## config.mk

```make
export PLATFORM = sky130hd
export DESIGN_NAME = seg_scan_display
export DESIGN_NICKNAME = d
export VERILOG_FILES = /design/src/rtl/seg_pkg.sv /design/src/rtl/bcd_to_seg.sv /design/src/rtl/seg_scan_display.sv
export SDC_FILE = /design/constraint.sdc
export NUM_CORES = 1
export LEC_CHECK = 0
export CORE_UTILIZATION = 27
export DETAILED_ROUTE_END_ITERATION = 6
export RECOVER_POWER = 50
export SYNTH_ARGS = -nofsm -noshare
export SYNTH_HDL_FRONTEND = slang
export SYNTH_HIERARCHICAL = 1
export SYNTH_SLANG_ARGS = --single-unit
```

## constraint.sdc

```tcl
create_clock -name clk -period 3.41 [get_ports clk]
set_clock_uncertainty 0.05 [all_clocks]
set_input_delay 0.8525 -clock clk [delete_from_list [all_inputs] [get_ports clk]]
set_output_delay 0.8525 -clock clk [all_outputs]
set_load 0.02 [all_outputs]
```

## src/rtl/seg_pkg.sv

```systemverilog
// Shared types and constants for the seven-segment scan driver:
// digit-index type, digit positions, snapshot layout and segment patterns.
package seg_pkg;

  // Digit index, 0 = rightmost digit
  typedef logic [1:0] idx_t;

  localparam idx_t DIG_MSEC_L = 2'd0;
  localparam idx_t DIG_MSEC_H = 2'd1;
  localparam idx_t DIG_SEC_L  = 2'd2;
  localparam idx_t DIG_SEC_H  = 2'd3;

  // Segment code shown for anything that is not a decimal digit
  localparam logic [6:0] SEG_DASH = 7'h40;

  // seg[6:0] = g..a, active-high; entries 10..15 show a dash
  localparam logic [6:0] SEG_LUT [16] = '{
    7'h3F, 7'h06, 7'h5B, 7'h4F, 7'h66, 7'h6D, 7'h7D, 7'h07,
    7'h7F, 7'h6F, SEG_DASH, SEG_DASH, SEG_DASH, SEG_DASH, SEG_DASH, SEG_DASH
  };

  // 15-bit per-frame copy of the stopwatch digits
  typedef struct packed {
    logic [2:0] sec_h;
    logic [3:0] sec_l;
    logic [3:0] msec_h;
    logic [3:0] msec_l;
  } snap_t;

endpackage

```

## src/rtl/bcd_to_seg.sv

```systemverilog
// Combinational 4-bit value to seven-segment pattern decoder.
module bcd_to_seg
  import seg_pkg::*;
(
  input  logic [3:0] bcd,
  output logic [6:0] seg
);

  // Table lookup; invalid BCD codes map to a dash inside the table
  assign seg = SEG_LUT[bcd];

endmodule

```

## src/rtl/seg_scan_display.sv

```systemverilog
// Time-multiplexed 4-digit common-anode seven-segment driver fed by the
// stopwatch. Digits are captured once per frame and the display blinks
// while time_out is high.
// Optional feature macro: SEG_LEADING_ZERO_BLANK_EN -- when defined, a zero
// seconds-tens digit is switched off instead of showing "0".
module seg_scan_display
  import seg_pkg::*;
#(
  parameter int SCAN_DIV  = 50000,
  parameter int BLINK_DIV = 64
) (
  input  logic       clk,
  input  logic       rst,
  input  logic [2:0] time_sec_h,
  input  logic [3:0] time_sec_l,
  input  logic [3:0] time_msec_h,
  input  logic [3:0] time_msec_l,
  input  logic       time_out,
  output logic [6:0] seg,
  output logic       dp,
  output logic [3:0] an
);

  localparam int CW = (SCAN_DIV > 1) ? $clog2(SCAN_DIV) : 1;
  localparam int FW = (BLINK_DIV > 1) ? $clog2(BLINK_DIV) : 1;

  logic [CW-1:0] scan_cnt;
  idx_t          idx;
  snap_t         snap;
  logic [FW-1:0] frame_cnt;
  logic          blink_on;

  logic          tick;
  logic          frame_end;
  logic [3:0]    digit;
  logic [6:0]    digit_seg;
  logic [3:0]    an_next;
  logic [6:0]    seg_next;
  logic          dp_next;

  assign tick      = (scan_cnt == CW'(SCAN_DIV - 1));
  assign frame_end = tick && (idx == DIG_SEC_H);

  // Dwell counter and digit index; idx wraps 3->0 at the frame boundary
  always_ff @(posedge clk or negedge rst) begin
    if (!rst) begin
      scan_cnt <= '0;
      idx      <= DIG_MSEC_L;
    end else if (tick) begin
      scan_cnt <= '0;
      idx      <= idx + 2'd1;
    end else begin
      scan_cnt <= scan_cnt + 1'b1;
    end
  end

  // Capture all digits together at the frame boundary to avoid tearing
  always_ff @(posedge clk or negedge rst) begin
    if (!rst) begin
      snap <= '0;
    end else if (frame_end) begin
      snap <= '{sec_h: time_sec_h, sec_l: time_sec_l,
                msec_h: time_msec_h, msec_l: time_msec_l};
    end
  end

  // Blink phase: frames counted only while time_out holds; dropping it relights at once
  always_ff @(posedge clk or negedge rst) begin
    if (!rst) begin
      frame_cnt <= '0;
      blink_on  <= 1'b1;
    end else if (!time_out) begin
      frame_cnt <= '0;
      blink_on  <= 1'b1;
    end else if (frame_end) begin
      if (frame_cnt == FW'(BLINK_DIV - 1)) begin
        frame_cnt <= '0;
        blink_on  <= ~blink_on;
      end else begin
        frame_cnt <= frame_cnt + 1'b1;
      end
    end
  end

  // Select the snapshot digit for the current scan position
  always_comb begin
    digit = '0;
    case (idx)
      DIG_MSEC_L: digit = snap.msec_l;
      DIG_MSEC_H: digit = snap.msec_h;
      DIG_SEC_L:  digit = snap.sec_l;
      DIG_SEC_H:  digit = {1'b0, snap.sec_h};
      default:    digit = '0;
    endcase
  end

  bcd_to_seg u_bcd_to_seg (
    .bcd (digit),
    .seg (digit_seg)
  );

  // Next output values: one enabled anode, decoded segments, dp after seconds
  always_comb begin
    an_next  = ~(4'b0001 << idx);
    seg_next = digit_seg;
    dp_next  = (idx == DIG_SEC_L);
`ifdef SEG_LEADING_ZERO_BLANK_EN
    if ((idx == DIG_SEC_H) && (snap.sec_h == 3'd0)) begin
      an_next  = 4'b1111;
      seg_next = 7'h00;
    end
`endif
    if (!blink_on) begin
      an_next  = 4'b1111;
      seg_next = 7'h00;
      dp_next  = 1'b0;
    end
  end

  // Registered pin drivers, all dark during reset
  always_ff @(posedge clk or negedge rst) begin
    if (!rst) begin
      an  <= 4'b1111;
      seg <= 7'h00;
      dp  <= 1'b0;
    end else begin
      an  <= an_next;
      seg <= seg_next;
      dp  <= dp_next;
    end
  end

endmodule

```

## After elaboration in Yosys (flattened, before gate mapping)

Memory sizes are Yosys's and may differ from the RTL's.
Index checks and enable logic that the tools add are counted.
W data, S select, Z words.

| storage, ports and cells | value |
|---|---|
| flip-flop bits (word level) | 52 |
| ROM bits | 112 |
| bits of input ports | 18 |
| output and inout bits | 12 |
| memories | 1 |
| word-level logic and storage cells | 43 |

| operators by class | value |
|---|---|
| $lt $le $gt $ge | 1 |
| bitwise gates (word level) | 3 |
| $add $sub $neg | 3 |
| muxes and demuxes | 13 |
| reduce and logical (&&, ||, !) cells | 3 |
| shifts and indexed selects | 1 |
| equal/unequal tests | 7 |

Memories:

| name | words | bits a word | rd ports | clocked after memory_dff | write ports | line | RTL |
|---|---|---|---|---|---|---|---|
| (name not given) | 16 | 7 | 1 | 0 | 0 | bcd_to_seg.sv:10 | `assign seg = SEG_LUT[bcd];` |

Operators by type and width:

| kind | count |
|---|---|
| $mux W7 | 3 |
| $mux W6 | 3 |
| $add A16 B1 Y16 const B | 1 |
| $eq A16 B16 Y1 const B | 1 |
| $mux W16 | 1 |
| $pmux W4 S4 | 1 |
| $add A6 B1 Y6 const B | 1 |
| $eq A6 B6 Y1 const B | 1 |
| $ge A5 B5 Y1 const B | 1 |
| $not A4 Y5 | 1 |
| $eq A2 B2 Y1 const B | 2 |
| $mux W1 | 4 |
| $mux W4 | 1 |
| $ne A2 B1 Y1 const B | 2 |
| $not A4 Y4 | 1 |
| $shl A1 B2 Y4 const A | 1 |
| $add A2 B1 Y2 const B | 1 |
| $eq A2 B1 Y1 const B | 1 |
| $logic_not A2 Y1 | 1 |
| $reduce_and A2 Y1 | 1 |
| $logic_and A1 B1 Y1 | 1 |
| $not A1 Y1 | 1 |

## Depth between registers and ports, before layout

| depth | value |
|---|---|
| word-level depth | 7 |
| gate-level depth with buffers | 9 |
| mapped depth without buffers | 9 |

## Modules after synthesis

The synthesis kept the hierarchy.

Modules (own cells, without submodules):

| module | cells an instance | times used | area an instance (µm²) | seq. area each (µm²) |
|---|---|---|---|---|
| seg_scan_display | 187 | 1 | 2268.4 | 1307.5 |
| bcd_to_seg | 29 | 1 | 232.7 | 0.0 |

## Worst setup path before layout

OpenSTA, ideal clock, no wires.

| timing | value |
|---|---|
| path kind | register -> register |
| start point | register idx[0] |
| end point | register seg[5] |
| arrival | 2.246 ns |
| data required time | 3.241 ns |
| setup time | 0.119 ns |
| slack | 0.995 ns |
| period minus slack after synthesis | 2.415 ns |
| stages on the path, launching flop included | 10 |
| buffers on the path | 1 |
| cells stage by stage | dfrtp_1 > inv_1 > ha_1 > clkbuf_1 > mux2i_1 > inv_1 > ha_1 > nor2b_1 > o31a_1 > and2_1 |

| on the way | value |
|---|---|
| longest elaborated chain between the ends | 7 |
| elaborated cells on any way between the ends | 10 |
| those cells by class | 3 x eq/ne; 4 x mux; 1 x bitwise; 1 x reduce/logical; 1 x memory |

RTL lines:

| what | line | RTL |
|---|---|---|
| start: declaration | seg_scan_display.sv:28 | `idx_t idx;` |
| start signal: assignment | seg_scan_display.sv:51 | `idx <= idx + 2'd1;` |
| $eq A2 B2 Y1 (tied with other cells) | seg_scan_display.sv:88 | `case (idx)` |
| $pmux W4 S4 (*) | seg_scan_display.sv:88 |  |
| via digit[1] | seg_scan_display.sv:35 | `logic [3:0] digit;` |
| $not A4 Y5 (not written as such) (*) | bcd_to_seg.sv:10 |  |
| $mem_v2 Z16 W7 (*) | n/a |  |
| $mux W7 (not written as such) (*) (2 in series) | bcd_to_seg.sv:10 |  |
| via digit_seg[5] | seg_scan_display.sv:36 | `logic [6:0] digit_seg;` |
| $mux W7 (*) | seg_scan_display.sv:113 | `if (!blink_on) begin` |
| via seg_next[5] | seg_scan_display.sv:38 | `logic [6:0] seg_next;` |
| end signal: assignment | seg_scan_display.sv:128 | `seg <= seg_next;` |
| end: declaration | seg_scan_display.sv:19 | `output logic [6:0] seg,` |

The timed path passes the listed nets; every way through them passes the cells marked *. The select of a mux whose other input is x is not followed.
A chain may end at the register's enable or synchronous reset.

## Final worst setup path

Ends and elaborated chain as after synthesis.

==> reports/qor.txt <==
Outcome: finished clean
RSZ-0062 raised after global routing: false
Max stage delay cell, worst path: mux2i_1
Total track usage: 10.60%
RR Startpoint: idx[0]
Mux cell area share after synthesis: 9.255%
Syn avg cell area: 11.58 um2
CTS root buf: clkbuf_8
Die Span Y: 98.25 um
Peak supply drop: 0.1577 mV
Hold-fix buffers, CTS: 0
Dpl hpwl: 3320 um
Setup Viol. Count Final: 0
RD Place Congestion: 0.7540
Crit Path Class: flop to flop
CP startpoint: idx[0]
Global-route wire length before repair: 7983 um
WP data required: 3.56 ns
WL/cell: 12.94 um
Commonest non-fill, non-tap cell in the layout: dfrtp_1
Ratio of cells with drive above 1 in the final layout: 15.26%
CTS resizes: 0
Worst relative slew slack: 10.58%
CTS H-tree lvls: 2
Flop pwr share: 53.9%
Min-Delay Path Class: flop to flop
Post-CTS Setup Inserts: 0
Fin crit period: 2.589 ns
Cell breakdown of the critical path: inv_1 > ha_1 > a222oi_1 > mux2i_1 > inv_1 > ha_1 > nor2b_1 > o31a_1 > and2_1
Synth Area in Compound Gates: 7.704%
I/O pin count: 30
Combinational share of power: 7.9%
LEAKAGE: 1.309 nW
Site Rows: 34
Core area: 0.008848 mm2
DRT iter0 DRCs: 78
Via density: 4.647
Switching share of power: 22.23%
Post-DRT Antenna Nets: 0
Clock network fraction of design power: 38.2%
PD cells: 392.7 mW/mm2
Post-Synthesis Cells: 216
Setup_tns: 0 ns
Hold path start: scan_cnt[0]
Internal Pwr Total: 0.0009212 W
Distinct cells, synth: 40
Sw power: 0.0002633 W
XOR/XNOR Fraction of Synth Area: 4.552%
Synthesis-to-finish area growth: 20.61%
Startpoint types: flop
Flop and latch count out of synthesis: 52
Die width: 98.25 um
Tightest Pin Transition: 1.341 ns
TritonCTS clock tree: done
Met2 wire length: 2263 um
Max Fclk: 386.2 MHz
Post-layout nets: 279
Synth Area in Simple Gates: 15.51%
Port bufs: 29
Vias in the first global route: 1657
Area fraction of the dominant cell type after synthesis: 47.02%
Final WL: 4621 um
Post-synthesis adder-cell area fraction: 6.503%
Worst-path clk slew: 0.10 ns
Overall power: 0.001185 W
Worst-path fanout max: 8
DRT met1 WL: 2139 um
Area contributors post-synth: dfrtp_1 (47%), mux2_2 (7.7%), ha_1 (6.5%), dfstp_2 (5.3%), xnor2_1 (2.8%)
DR DRC count: 0
Drt pass-1 iters: 7
Leading area contributor after synthesis: dfrtp_1
CTS max path bufs: 2
Initial Utilization: 28.27%
Layout fillers: 887
Mapped cell area: 0.002501 mm2
Initial antenna violation count: 0
Syn. warnings: 6
Part of the Yosys area used for sequential elements: 52.28%
GRT overflow: 0
Syn nets: 247
Final Cycle Share: 75.93%
Full die area: 0.009652 mm2
Vias: 1659
Max incr delay on CP: 0.56 ns
WP data arrival: 2.74 ns
Inserted Diodes: 0
Most frequent cells in the layout: dfrtp_1 (47), clkdlybuf4s50_1 (28), mux2_2 (17)
Worst skew pair latency: 0.31 ns
Critical Path End Type: flop
Top Metal Used: met4
Routed wl met3: 167 um
Largest net degree at the start of global routing: 29
Pins over their slew limit: 0
Clk sink count: 52
Final count of hold timing violations: 0
CTS Buf Count: 5
Max Cap Viol: 0
Largest family of logic cells by synthesized area: simple AND/OR/NAND/NOR gates
[critical path, delay by kind of cell (launching register included)]
| kind | cells | cell delay, ns |
|---|---|---|
| and+or+nand+nor | 2 | 0.27 |
| adders and majority gates | 2 | 0.51 |
| buffers and inverters | 2 | 0.32 |
| AOI/OAI and AO/OA | 2 | 0.35 |
| DFF | 1 | 0.41 |
| muxes | 1 | 0.56 |
[state kept, by name, summed over array words and instances (netlist names)]
name and flops:
frame_cnt 6, snap 15, dp 1, scan_cnt 16, idx 2, seg 7
an 4, blink_on 1
[cell usage after synthesis, drive strengths merged]
| cell | number |
|---|---|
| or3 | 4 |
| nor4 | 1 |
| and3 | 4 |
| dfstp | 5 |
| o31a | 1 |
| nand4 | 4 |
| a222oi | 3 |
| mux2i | 4 |
| nand2 | 12 |
| or4 | 3 |
| a22oi | 1 |
| or4b | 1 |
| nor2b | 3 |
| xor2 | 5 |
| clkbuf | 5 |
| nand3 | 8 |
| mux2 | 17 |
| a21o | 3 |
| nand2b | 1 |
| xnor2 | 8 |
| o21a | 1 |
| a41o | 1 |
| nor3b | 1 |
| or4bb | 2 |
| o31ai | 1 |
| buf | 3 |
| dfrtp | 47 |
| and4 | 3 |
| inv | 14 |
| or2 | 1 |
| nor2 | 10 |
| o21ai | 8 |
| ha | 13 |
| a21oi | 6 |
| a311oi | 1 |
| and2 | 8 |
| o22ai | 3 |
[area by class of cell]
cell class | instances | area, um2 | share of cell area (%)
clock buffer | 6 | 82.58 | 2.737
clock inverter | 2 | 38.79 | 1.286
inverter | 14 | 52.55 | 1.742
multi-input combinational | 142 | 1089 | 36.08
sequential | 52 | 1308 | 43.34
tap | 108 | 135.1 | 4.479
timing repair buffer | 33 | 311.5 | 10.33
[routing by layer]
layer  global-route usage (%)  vias up
met5                        0        -
met2                    17.82       36
li1                         -      818
met1                    13.44      800
met3                    2.291        5
met4                    3.789        0
[power by group through the flow]
| stage | Sequential, W | Combinational, W | Clock (W) |
|---|---|---|---|
| 2_1_floorplan | 0.000658 | 0.0000350 | 0 |
| 3_3_place_gp | 0.000651 | 0.0000951 | 0 |
| 3_5_place_dp | 0.000651 | 0.0000961 | 0 |
| 4_1_cts | 0.000639 | 0.0000962 | 0.000467 |
| 5_1_grt | 0.000641 | 0.000105 | 0.000489 |
| 6_report | 0.000639 | 0.0000932 | 0.000453 |
[cells by family after synthesis]
logic type / count (synthesis)
AOI/OAI and AO/OA: 29
adders and majority gates: 13
xor gates and xnor gates: 13
and+or+nand+nor: 66
muxes: 21
buffers and inverters: 22
DFF: 52
[worst paths after layout]
check / endpoint / slack (ns) / depth (start not counted)
setup reg to reg: seg[5] / 0.82 / 9
hold reg to reg: scan_cnt[0] / 0.44 / 1
min in group asynchronous: scan_cnt[15] / 0.78 / 1
max in group asynchronous: snap[13] / 1.19 / 2
hold / removal: scan_cnt[0] / 0.44 / 1
setup / recovery: seg[5] / 0.82 / 9
[per-stage QoR]
step | instance area, um2 | util [%] | instances | setup WS, ns | hold WS, ns
finish | 3017 | 34.09 | 357 | 0.8209 | 0.4376
global placement | 2899 | 32.76 | 349 | 0.9095 | 0.4167
floorplan | 2501 | - | 216 | 0.9946 | 0.3979
CTS | 3020 | 34.13 | 357 | 0.8090 | 0.4370
detailed placement | 2899 | 32.76 | 349 | 0.8224 | 0.4232
global route | 3017 | 34.09 | 357 | 0.5848 | 0.4608
No activity file was read; power rests on OpenSTA's default activity.
